### src/rtl/cnn_session_ctrl_pkg.sv
// cnn_session_ctrl_pkg: shared widths, opcodes, states and LDM swizzle for the session controller
package cnn_session_ctrl_pkg;
  localparam int WORD_BITS = 16;
  localparam int CTX_BITS = 32;
  localparam int PE_NUM_BITS = 4;
  localparam int LDM_NUM_BITS = 2;
  localparam int LDM_ADDR_BITS = 7;
  localparam int WRAM_ADDR_BITS = 14;
  localparam int BRAM_ADDR_BITS = 8;
  localparam int CRAM_ADDR_BITS = 6;
  localparam int CMD_ADDR_BITS = 16;
  localparam int LIN_BITS = PE_NUM_BITS + LDM_ADDR_BITS;
  localparam int LDM_BITS = PE_NUM_BITS + LDM_NUM_BITS + LDM_ADDR_BITS;
  typedef enum logic [2:0] {CMD_WR_LDM, CMD_WR_WRAM, CMD_WR_BRAM, CMD_WR_CRAM, CMD_RUN} cmd_op_e;
  typedef enum logic [2:0] {IDLE, START, WAIT, RD_ISSUE, RD_CAP, DONE} state_e;
  function automatic logic [LDM_BITS-1:0] ldm_swz(input logic [LIN_BITS-1:0] a);
    return {a[PE_NUM_BITS-1:0], {LDM_NUM_BITS{1'b0}}, a[LIN_BITS-1:PE_NUM_BITS]};
  endfunction
endpackage

### src/rtl/cnn_session_ctrl_if.sv
// cnn_session_ctrl_if: host command stream and result stream of the session controller
interface cnn_session_ctrl_if;
  import cnn_session_ctrl_pkg::*;
  logic cmd_valid;
  logic cmd_ready;
  logic [2:0] cmd_op;
  logic [CMD_ADDR_BITS-1:0] cmd_addr;
  logic [CTX_BITS-1:0] cmd_data;
  logic res_valid;
  logic res_ready;
  logic [WORD_BITS-1:0] res_data;
  logic res_last;
  modport master(output cmd_valid, cmd_op, cmd_addr, cmd_data, res_ready, input cmd_ready, res_valid, res_data, res_last);
  modport slave(input cmd_valid, cmd_op, cmd_addr, cmd_data, res_ready, output cmd_ready, res_valid, res_data, res_last);
endinterface

### src/rtl/cnn_rd_addr_gen.sv
// cnn_rd_addr_gen: group-strided linear LDM index for result readback, no divider
module cnn_rd_addr_gen
  import cnn_session_ctrl_pkg::*;
#(
  parameter int OUT_COUNT = 1280,
  parameter int GROUP_VALID = 20,
  parameter int GROUP_STRIDE = 32
) (
  input  logic clk,
  input  logic rst_n,
  input  logic load,
  input  logic adv,
  output logic [LIN_BITS-1:0] idx,
  output logic last
);
  localparam int GW = $clog2(GROUP_VALID);
  localparam int CW = $clog2(OUT_COUNT);
  logic [GW-1:0] grp;
  logic [LIN_BITS-1:0] base;
  logic [CW-1:0] cnt;
  logic wrap;
  assign wrap = grp == GW'(GROUP_VALID - 1);
  assign idx = base + LIN_BITS'(grp);
  assign last = cnt == CW'(OUT_COUNT - 1);
  // grp walks the valid slots of a group; base jumps a stride when grp wraps
  always_ff @(posedge clk or negedge rst_n) begin
    if (!rst_n) begin
      grp <= '0;
      base <= '0;
      cnt <= '0;
    end else if (load) begin
      grp <= '0;
      base <= '0;
      cnt <= '0;
    end else if (adv) begin
      grp <= wrap ? '0 : grp + GW'(1);
      base <= wrap ? base + LIN_BITS'(GROUP_STRIDE) : base;
      cnt <= cnt + CW'(1);
    end
  end
endmodule

### src/rtl/cnn_session_ctrl.sv
// cnn_session_ctrl: CNN_1D_Core session sequencer (load, start, wait, readback); CNN_SESSION_WDOG_EN adds a WAIT watchdog
module cnn_session_ctrl
  import cnn_session_ctrl_pkg::*;
#(
  parameter int OUT_COUNT = 1280,
  parameter int GROUP_VALID = 20,
  parameter int GROUP_STRIDE = 32,
  parameter int WDOG_CYCLES = 1 << 20
) (
  input  logic clk,
  input  logic rst_n,
  cnn_session_ctrl_if.slave bus,
  output logic [LDM_BITS-1:0] ldm_addr,
  output logic [WORD_BITS-1:0] ldm_din,
  output logic ldm_en,
  output logic ldm_we,
  input  logic [WORD_BITS-1:0] ldm_dout,
  output logic [WRAM_ADDR_BITS-1:0] wram_addr,
  output logic [WORD_BITS-1:0] wram_din,
  output logic wram_en,
  output logic wram_we,
  output logic [BRAM_ADDR_BITS-1:0] bram_addr,
  output logic [WORD_BITS-1:0] bram_din,
  output logic bram_en,
  output logic bram_we,
  output logic [CRAM_ADDR_BITS-1:0] cram_addr,
  output logic [CTX_BITS-1:0] cram_din,
  output logic cram_en,
  output logic cram_we,
  output logic core_start,
  input  logic core_complete,
  output logic busy,
  output logic session_done,
  output logic session_err
);
  state_e state, state_n;
  logic hs, run, rise, cpl_q, first_q, err_q, wd_to, last, adv;
  logic [3:0] wr_q;
  logic [CMD_ADDR_BITS-1:0] wr_addr_q;
  logic [CTX_BITS-1:0] wr_data_q;
  logic [WORD_BITS-1:0] res_q;
  logic [LIN_BITS-1:0] idx;
  logic unused_ok;
  assign hs = bus.cmd_valid & bus.cmd_ready;
  assign run = hs && bus.cmd_op == CMD_RUN;
  assign rise = core_complete & ~cpl_q;
  assign adv = state == RD_CAP && bus.res_ready;

  cnn_rd_addr_gen #(
    .OUT_COUNT(OUT_COUNT),
    .GROUP_VALID(GROUP_VALID),
    .GROUP_STRIDE(GROUP_STRIDE)
  ) u_addr (
    .clk(clk),
    .rst_n(rst_n),
    .load(run),
    .adv(adv),
    .idx(idx),
    .last(last)
  );

  // session state register
  always_ff @(posedge clk or negedge rst_n) begin
    if (!rst_n) state <= IDLE;
    else state <= state_n;
  end

  // next state and state-decoded outputs
  always_comb begin
    state_n = state;
    bus.cmd_ready = state == IDLE;
    busy = state != IDLE;
    core_start = state == START;
    session_done = state == DONE;
    session_err = err_q;
    bus.res_valid = state == RD_CAP;
    bus.res_last = state == RD_CAP && last;
    bus.res_data = (state == RD_CAP && first_q) ? ldm_dout : res_q;
    ldm_en = wr_q[0] | (state == RD_ISSUE);
    ldm_we = wr_q[0];
    ldm_addr = ldm_swz(state == RD_ISSUE ? idx : wr_addr_q[LIN_BITS-1:0]);
    case (state)
      IDLE: state_n = run ? START : IDLE;
      START: state_n = WAIT;
      WAIT: state_n = wd_to ? DONE : rise ? RD_ISSUE : WAIT;
      RD_ISSUE: state_n = RD_CAP;
      RD_CAP: state_n = !bus.res_ready ? RD_CAP : last ? DONE : RD_ISSUE;
      default: state_n = IDLE;
    endcase
  end

  // one-cycle write strobes one cycle after each write handshake
  always_ff @(posedge clk or negedge rst_n) begin
    if (!rst_n) begin
      wr_q <= '0;
      wr_addr_q <= '0;
      wr_data_q <= '0;
    end else begin
      wr_q <= {4{hs}} & {bus.cmd_op == CMD_WR_CRAM, bus.cmd_op == CMD_WR_BRAM,
                         bus.cmd_op == CMD_WR_WRAM, bus.cmd_op == CMD_WR_LDM};
      if (hs) begin
        wr_addr_q <= bus.cmd_addr;
        wr_data_q <= bus.cmd_data;
      end
    end
  end

  assign ldm_din = wr_data_q[WORD_BITS-1:0];
  assign wram_en = wr_q[1];
  assign wram_we = wr_q[1];
  assign wram_addr = wr_addr_q[WRAM_ADDR_BITS-1:0];
  assign wram_din = wr_data_q[WORD_BITS-1:0];
  assign bram_en = wr_q[2];
  assign bram_we = wr_q[2];
  assign bram_addr = wr_addr_q[BRAM_ADDR_BITS-1:0];
  assign bram_din = wr_data_q[WORD_BITS-1:0];
  assign cram_en = wr_q[3];
  assign cram_we = wr_q[3];
  assign cram_addr = wr_addr_q[CRAM_ADDR_BITS-1:0];
  assign cram_din = wr_data_q;

  // completion edge history and result hold register (ldm_dout is shown live on the first RD_CAP cycle)
  always_ff @(posedge clk or negedge rst_n) begin
    if (!rst_n) begin
      cpl_q <= 1'b0;
      first_q <= 1'b0;
      res_q <= '0;
    end else begin
      cpl_q <= core_complete;
      first_q <= state == RD_ISSUE;
      if (state == RD_CAP && first_q) res_q <= ldm_dout;
    end
  end

`ifdef CNN_SESSION_WDOG_EN
  localparam int WW = $clog2(WDOG_CYCLES + 1);
  logic [WW-1:0] wd_cnt;
  assign wd_to = state == WAIT && wd_cnt == WW'(WDOG_CYCLES - 1);
  // WAIT cycle counter and sticky error, cleared by the next RUN
  always_ff @(posedge clk or negedge rst_n) begin
    if (!rst_n) begin
      wd_cnt <= '0;
      err_q <= 1'b0;
    end else begin
      wd_cnt <= state == WAIT ? wd_cnt + WW'(1) : '0;
      err_q <= run ? 1'b0 : wd_to ? 1'b1 : err_q;
    end
  end
  assign unused_ok = ^wr_addr_q[CMD_ADDR_BITS-1:WRAM_ADDR_BITS];
`else
  assign wd_to = 1'b0;
  assign err_q = 1'b0;
  assign unused_ok = ^{wr_addr_q[CMD_ADDR_BITS-1:WRAM_ADDR_BITS], WDOG_CYCLES[0]};
`endif
endmodule

### src/flat_wrapper.sv
// flat-port wrapper written by rule: the top's interface ports become plain ports
module cnn_session_ctrl_flat import cnn_session_ctrl_pkg::*;
#(
  parameter int OUT_COUNT = 1280,
  parameter int GROUP_VALID = 20,
  parameter int GROUP_STRIDE = 32,
  parameter int WDOG_CYCLES = 1 << 20
)
  (clk, rst_n, ldm_addr, ldm_din, ldm_en, ldm_we, ldm_dout, wram_addr, wram_din, wram_en, wram_we, bram_addr, bram_din, bram_en, bram_we, cram_addr, cram_din, cram_en, cram_we, core_start, core_complete, busy, session_done, session_err, bus_cmd_valid, bus_cmd_op, bus_cmd_addr, bus_cmd_data, bus_res_ready, bus_cmd_ready, bus_res_valid, bus_res_data, bus_res_last);
  cnn_session_ctrl_if bus_i ();
  input  logic clk;
  input  logic rst_n;
  output logic [LDM_BITS-1:0] ldm_addr;
  output logic [WORD_BITS-1:0] ldm_din;
  output logic ldm_en;
  output logic ldm_we;
  input  logic [WORD_BITS-1:0] ldm_dout;
  output logic [WRAM_ADDR_BITS-1:0] wram_addr;
  output logic [WORD_BITS-1:0] wram_din;
  output logic wram_en;
  output logic wram_we;
  output logic [BRAM_ADDR_BITS-1:0] bram_addr;
  output logic [WORD_BITS-1:0] bram_din;
  output logic bram_en;
  output logic bram_we;
  output logic [CRAM_ADDR_BITS-1:0] cram_addr;
  output logic [CTX_BITS-1:0] cram_din;
  output logic cram_en;
  output logic cram_we;
  output logic core_start;
  input  logic core_complete;
  output logic busy;
  output logic session_done;
  output logic session_err;
  input wire logic [$bits(bus_i.cmd_valid)-1:0] bus_cmd_valid;
  input wire logic [$bits(bus_i.cmd_op)-1:0] bus_cmd_op;
  input wire logic [$bits(bus_i.cmd_addr)-1:0] bus_cmd_addr;
  input wire logic [$bits(bus_i.cmd_data)-1:0] bus_cmd_data;
  input wire logic [$bits(bus_i.res_ready)-1:0] bus_res_ready;
  output wire logic [$bits(bus_i.cmd_ready)-1:0] bus_cmd_ready;
  output wire logic [$bits(bus_i.res_valid)-1:0] bus_res_valid;
  output wire logic [$bits(bus_i.res_data)-1:0] bus_res_data;
  output wire logic [$bits(bus_i.res_last)-1:0] bus_res_last;
  assign bus_i.cmd_valid = bus_cmd_valid;
  assign bus_i.cmd_op = bus_cmd_op;
  assign bus_i.cmd_addr = bus_cmd_addr;
  assign bus_i.cmd_data = bus_cmd_data;
  assign bus_i.res_ready = bus_res_ready;
  assign bus_cmd_ready = bus_i.cmd_ready;
  assign bus_res_valid = bus_i.res_valid;
  assign bus_res_data = bus_i.res_data;
  assign bus_res_last = bus_i.res_last;
  cnn_session_ctrl #(.OUT_COUNT(OUT_COUNT), .GROUP_VALID(GROUP_VALID), .GROUP_STRIDE(GROUP_STRIDE), .WDOG_CYCLES(WDOG_CYCLES)) u_core (.clk(clk), .rst_n(rst_n), .bus(bus_i), .ldm_addr(ldm_addr), .ldm_din(ldm_din), .ldm_en(ldm_en), .ldm_we(ldm_we), .ldm_dout(ldm_dout), .wram_addr(wram_addr), .wram_din(wram_din), .wram_en(wram_en), .wram_we(wram_we), .bram_addr(bram_addr), .bram_din(bram_din), .bram_en(bram_en), .bram_we(bram_we), .cram_addr(cram_addr), .cram_din(cram_din), .cram_en(cram_en), .cram_we(cram_we), .core_start(core_start), .core_complete(core_complete), .busy(busy), .session_done(session_done), .session_err(session_err));
endmodule
### config.mk
export PLATFORM = sky130hd
export DESIGN_NAME = cnn_session_ctrl_flat
export DESIGN_NICKNAME = d
export VERILOG_FILES = /design/src/rtl/cnn_session_ctrl_pkg.sv /design/src/rtl/cnn_session_ctrl_if.sv /design/src/rtl/cnn_rd_addr_gen.sv /design/src/rtl/cnn_session_ctrl.sv /design/src/flat_wrapper.sv
export SDC_FILE = /design/constraint.sdc
export NUM_CORES = 1
export LEC_CHECK = 0
export BUFFER_PORTS_ARGS = -buffer_cell sky130_fd_sc_hd__clkbuf_2
export CORE_MARGIN = 5
export CORE_UTILIZATION = 47
export CTS_CLUSTER_DIAMETER = 100
export DETAILED_ROUTE_END_ITERATION = 8
export GPL_ROUTABILITY_DRIVEN = 0
export PLACE_DENSITY = 0.78
export SLEW_MARGIN = 20
export SYNTH_ARGS = -nofsm -noshare
export SYNTH_HDL_FRONTEND = slang
export SYNTH_SLANG_ARGS = --single-unit
### constraint.sdc
create_clock -name clk -period 1.9 [get_ports clk]
set_input_delay 0.19 -clock clk [delete_from_list [all_inputs] [get_ports clk]]
set_output_delay 0.19 -clock clk [all_outputs]
set_load 0.03 [all_outputs]
==> results_dict.tcl <==
set metrics [dict create \
    finClkSkew_ps 10.2 \
    maximum_number_of_pins_on_one_net_before_global_route_repair 48 \
    postLayoutCellArea_um2 6420 \
    grt_setup_unrepaired "true" \
    maxCapViolCount 0 \
    grt.overflow.total 0 \
    p_per_area_nw_per_um2 1650 \
    remaining_drc_errors 0 \
    worst_reg_to_reg_setup_slack_ps 40 \
    fmaxAchievable_mhz 497 \
    period_needed_ps 2010 \
    post_drt_wl_per_cell_um 16.4 \
    route.vias.total 4162 \
    die_w_um 110 \
    total_clock_buffers_created_by_cts 9 \
    fraction_of_layout_cells_with_a_size_suffix_above_1_pct 43.5 \
    post_synthesis_cell_count 509 \
    grtUsageTotal_pct 21.3 \
    synth_seq_cells 93 \
    outcome "complete, but fails checks" \
    kind_of_start_point_of_the_critical_path "flip-flop" \
    maxSlewViolCount 0 \
    ys_warn_count 0 \
    tightest_slew_ps 545 \
    port-buffer-count 218 \
    detail-route-antenna-nets 0 \
    path_class "flip-flop to output pin" \
    num_antenna_cells 0 \
    setup_slack_ps -113 \
    tritoncts "done" \
    syn_area_per_cell_um2 9.22 \
    via_count_of_the_first_global_routing_pass 4078 \
    arrival_ps 1820 \
    mappedNetlistArea_um2 4690 \
    hold_path_startpoint "bus_cmd_data[11]" \
    vdd_ir_drop_max_uv 1350 \
    antenna_found_initial 0 \
    dr_wl_met2_um 7040 \
    fillCellCount 744 \
    clk_root_buffer_cell "clkbuf_8" \
    utilization_pct 65.7 \
    worst-path-max-fanout 5 \
    die_area_um2 12100 \
    slew-limit-headroom_pct 63.2 \
    sink_count_of_the_clock_tree 93 \
    dp_hpwl_um 9320 \
    hold_viol_final 0 \
    r2r_cells 5 \
    endpoint_kind "output pin" \
    final_nets 776 \
    hold_path.class "input pin to flip-flop" \
    regToRegStartpoint "u_core.state[1]$_DFF_PN0_" \
    min_delay_worst_endpoint "u_core.cram_din[11]$_DFFE_PN0P_" \
    drt-vias-per-instance 4.97 \
    synth.distinct_cells 46 \
    async_flop_share_pct 100 \
    cell_depth_of_the_worst_hold_path 3 \
    final.hold.worst_slack_ps 16.1 \
    synth_ff_type "dfrtp_1" \
    finalCritPeriodShare_pct 106 \
    routed-wl-met3_um 1080 \
    detail_route.iter0.violations 226 \
    multi_input_comb_area_um2 1830 \
    synth_enable_flop_cells 0 \
    floorplan.die.height_um 110 \
    violations "setup timing" \
    synth_to_layout_area_growth_pct 36.9 \
    placedInstanceArea_um2 5600 \
    p_leak_nw 3.40 \
    cp.required_ps 1710 \
    clock_insertion_delay_worst_skew_ps 360 \
    rows 36 \
    clk_path_buf_depth 2 \
    place_worst_setup_slack_ps 54.6 \
    seqCellArea_um2 2330 \
    r2r-end "u_core.u_addr.grp[2]$_DFFE_PN0P_" \
    core_area_um2 9770 \
    grt_first_pass_wirelength_um 20100 \
    initial_util_pct 48.0 \
    final.setup.tns_ps -1700 \
    routed_wl_um 13700 \
    route.top_layer_used "met4" \
    ioPinCount 224 \
    drt-met1-wl_um 5340 \
    setup_viol_count_final 19 \
    clock_tree.htree_level_count 3 \
    ys_seq_area_share_pct 49.6 \
    drt_first_pass_iters 6 \
    worst_setup_hold_path_clk_slew_ps 90 \
]
==> sequential cells by signal (all words and copies together), names as in the netlist <==
signal and count:
u_core.res_q 16, u_core.wr_addr_q 14, u_core.u_addr.base 6, u_core.cram_din 32, u_core.u_addr.grp 5, u_core.first_q 1, u_core.cpl_q 1, u_core.state 3
u_core.u_addr.cnt 11, u_core.wr_q 4
==> worst max-delay path by stage <==
| stage | startpoint | end | slack, ps | cells past startpoint |
|---|---|---|---|---|
| after floorplan | u_core.state[0]$_DFF_PN0_ | bus_res_data[10] | -20 | 6 |
| after global placement | u_core.state[1]$_DFF_PN0_ | u_core.u_addr.grp[4]$_DFFE_PN0P_ | 80 | 5 |
| after detailed placement | u_core.state[1]$_DFF_PN0_ | u_core.u_addr.base[5]$_DFFE_PN0P_ | 50 | 5 |
| after CTS | u_core.state[1]$_DFF_PN0_ | bus_res_data[4] | -140 | 5 |
| after global routing | u_core.state[1]$_DFF_PN0_ | bus_res_data[10] | -200 | 5 |
| final | u_core.state[1]$_DFF_PN0_ | bus_res_data[9] | -110 | 5 |
==> logic make-up after synthesis <==
kind of cell	share of synthesized area (%)
AND/OR/NAND/NOR	22.5
buffers and inverters	14.3
flip-flops	49.6
AO/OA/AOI/OAI	6.51
multiplexers	5.12
adder cells (fa/ha/maj)	1.07
XOR/XNOR	0.747
other	0.0799
==> cell usage after synthesis (6+ instances only) <==
cell type,instances,area share (%)
o21ai_0,10,1.1
clkbuf_1,14,1.1
o31ai_1,6,0.96
o21bai_1,6,0.96
nand2_1,165,13
mux2_1,16,3.8
buf_4,70,11
dfrtp_1,93,50
mux2i_1,6,1.3
inv_1,7,0.56
a21oi_1,16,1.7
buf_2,10,1.1
nand3_1,11,1.2
or3_1,7,0.93
or4_1,8,1.3
o21ai_1,7,0.75
==> metrics by stage <==
| stage | total power [mW] | std cells |
|---|---|---|
| floorplan | 7.82 | 512 |
| global route | 11.2 | 837 |
| global placement | 8.76 | 789 |
| CTS | 10.5 | 832 |
| finish | 10.6 | 837 |
| detailed placement | 8.86 | 789 |
==> area by class of cell <==
| type | instances | area share [%] |
|---|---|---|
| tap | 133 | 2.59 |
| inverter | 8 | 0.507 |
| clock buffer | 10 | 2.14 |
| clock inverter | 5 | 0.916 |
| multi-input combinational | 315 | 28.5 |
| timing repair buffer | 273 | 29.1 |
| sequential | 93 | 36.3 |
==> worst max-delay path, cell delays in order, from the launching register on <==
cell	delay (ps)
dfrtp_2	460
nor3b_4	190
and2_4	200
buf_6	140
mux2_4	330
buf_8	140
==> where the power goes <==
part / switching [mW] / total, mW / internal [mW]
registers: 0.602 / 3.17 / 2.57
logic: 4.25 / 6.08 / 1.83
clock network: 0.709 / 1.35 / 0.640
==> cell usage in the layout (no fill, tap or decap), types with 4 or more instances in the layout <==
cell type,n
dfrtp_1,91
buf_6,8
nor2_1,4
mux2i_1,6
inv_1,7
buf_4,35
o21bai_1,6
or3_1,6
clkbuf_4,5
a21oi_1,16
mux2_4,16
conb_1,4
or4_1,7
dlygate4sd3_1,15
buf_12,5
nand4_1,4
nor4_1,4
o31ai_1,6
o21ai_1,7
buf_8,17
clkbuf_2,186
nand2_1,165
nand3_1,10
o21ai_0,10
clkbuf_8,11
==> timing repair <==
action,in CTS,in global routing
hold buffers,15,0
resized for setup,65,45
setup buffers,13,4
pin swaps,3,4
endpoints found under the setup margin,28,41
gates cloned,0,1
endpoints found under the hold margin,50,0
==> per-layer routing <==
layer / up-vias / global-route usage, %
met3: 24 / 5.28
met5: - / 0
li1: 1989 / -
met4: 0 / 6.14
met2: 178 / 37.6
met1: 1971 / 25.5
Note: power is estimated with default switching activity, not from simulation.
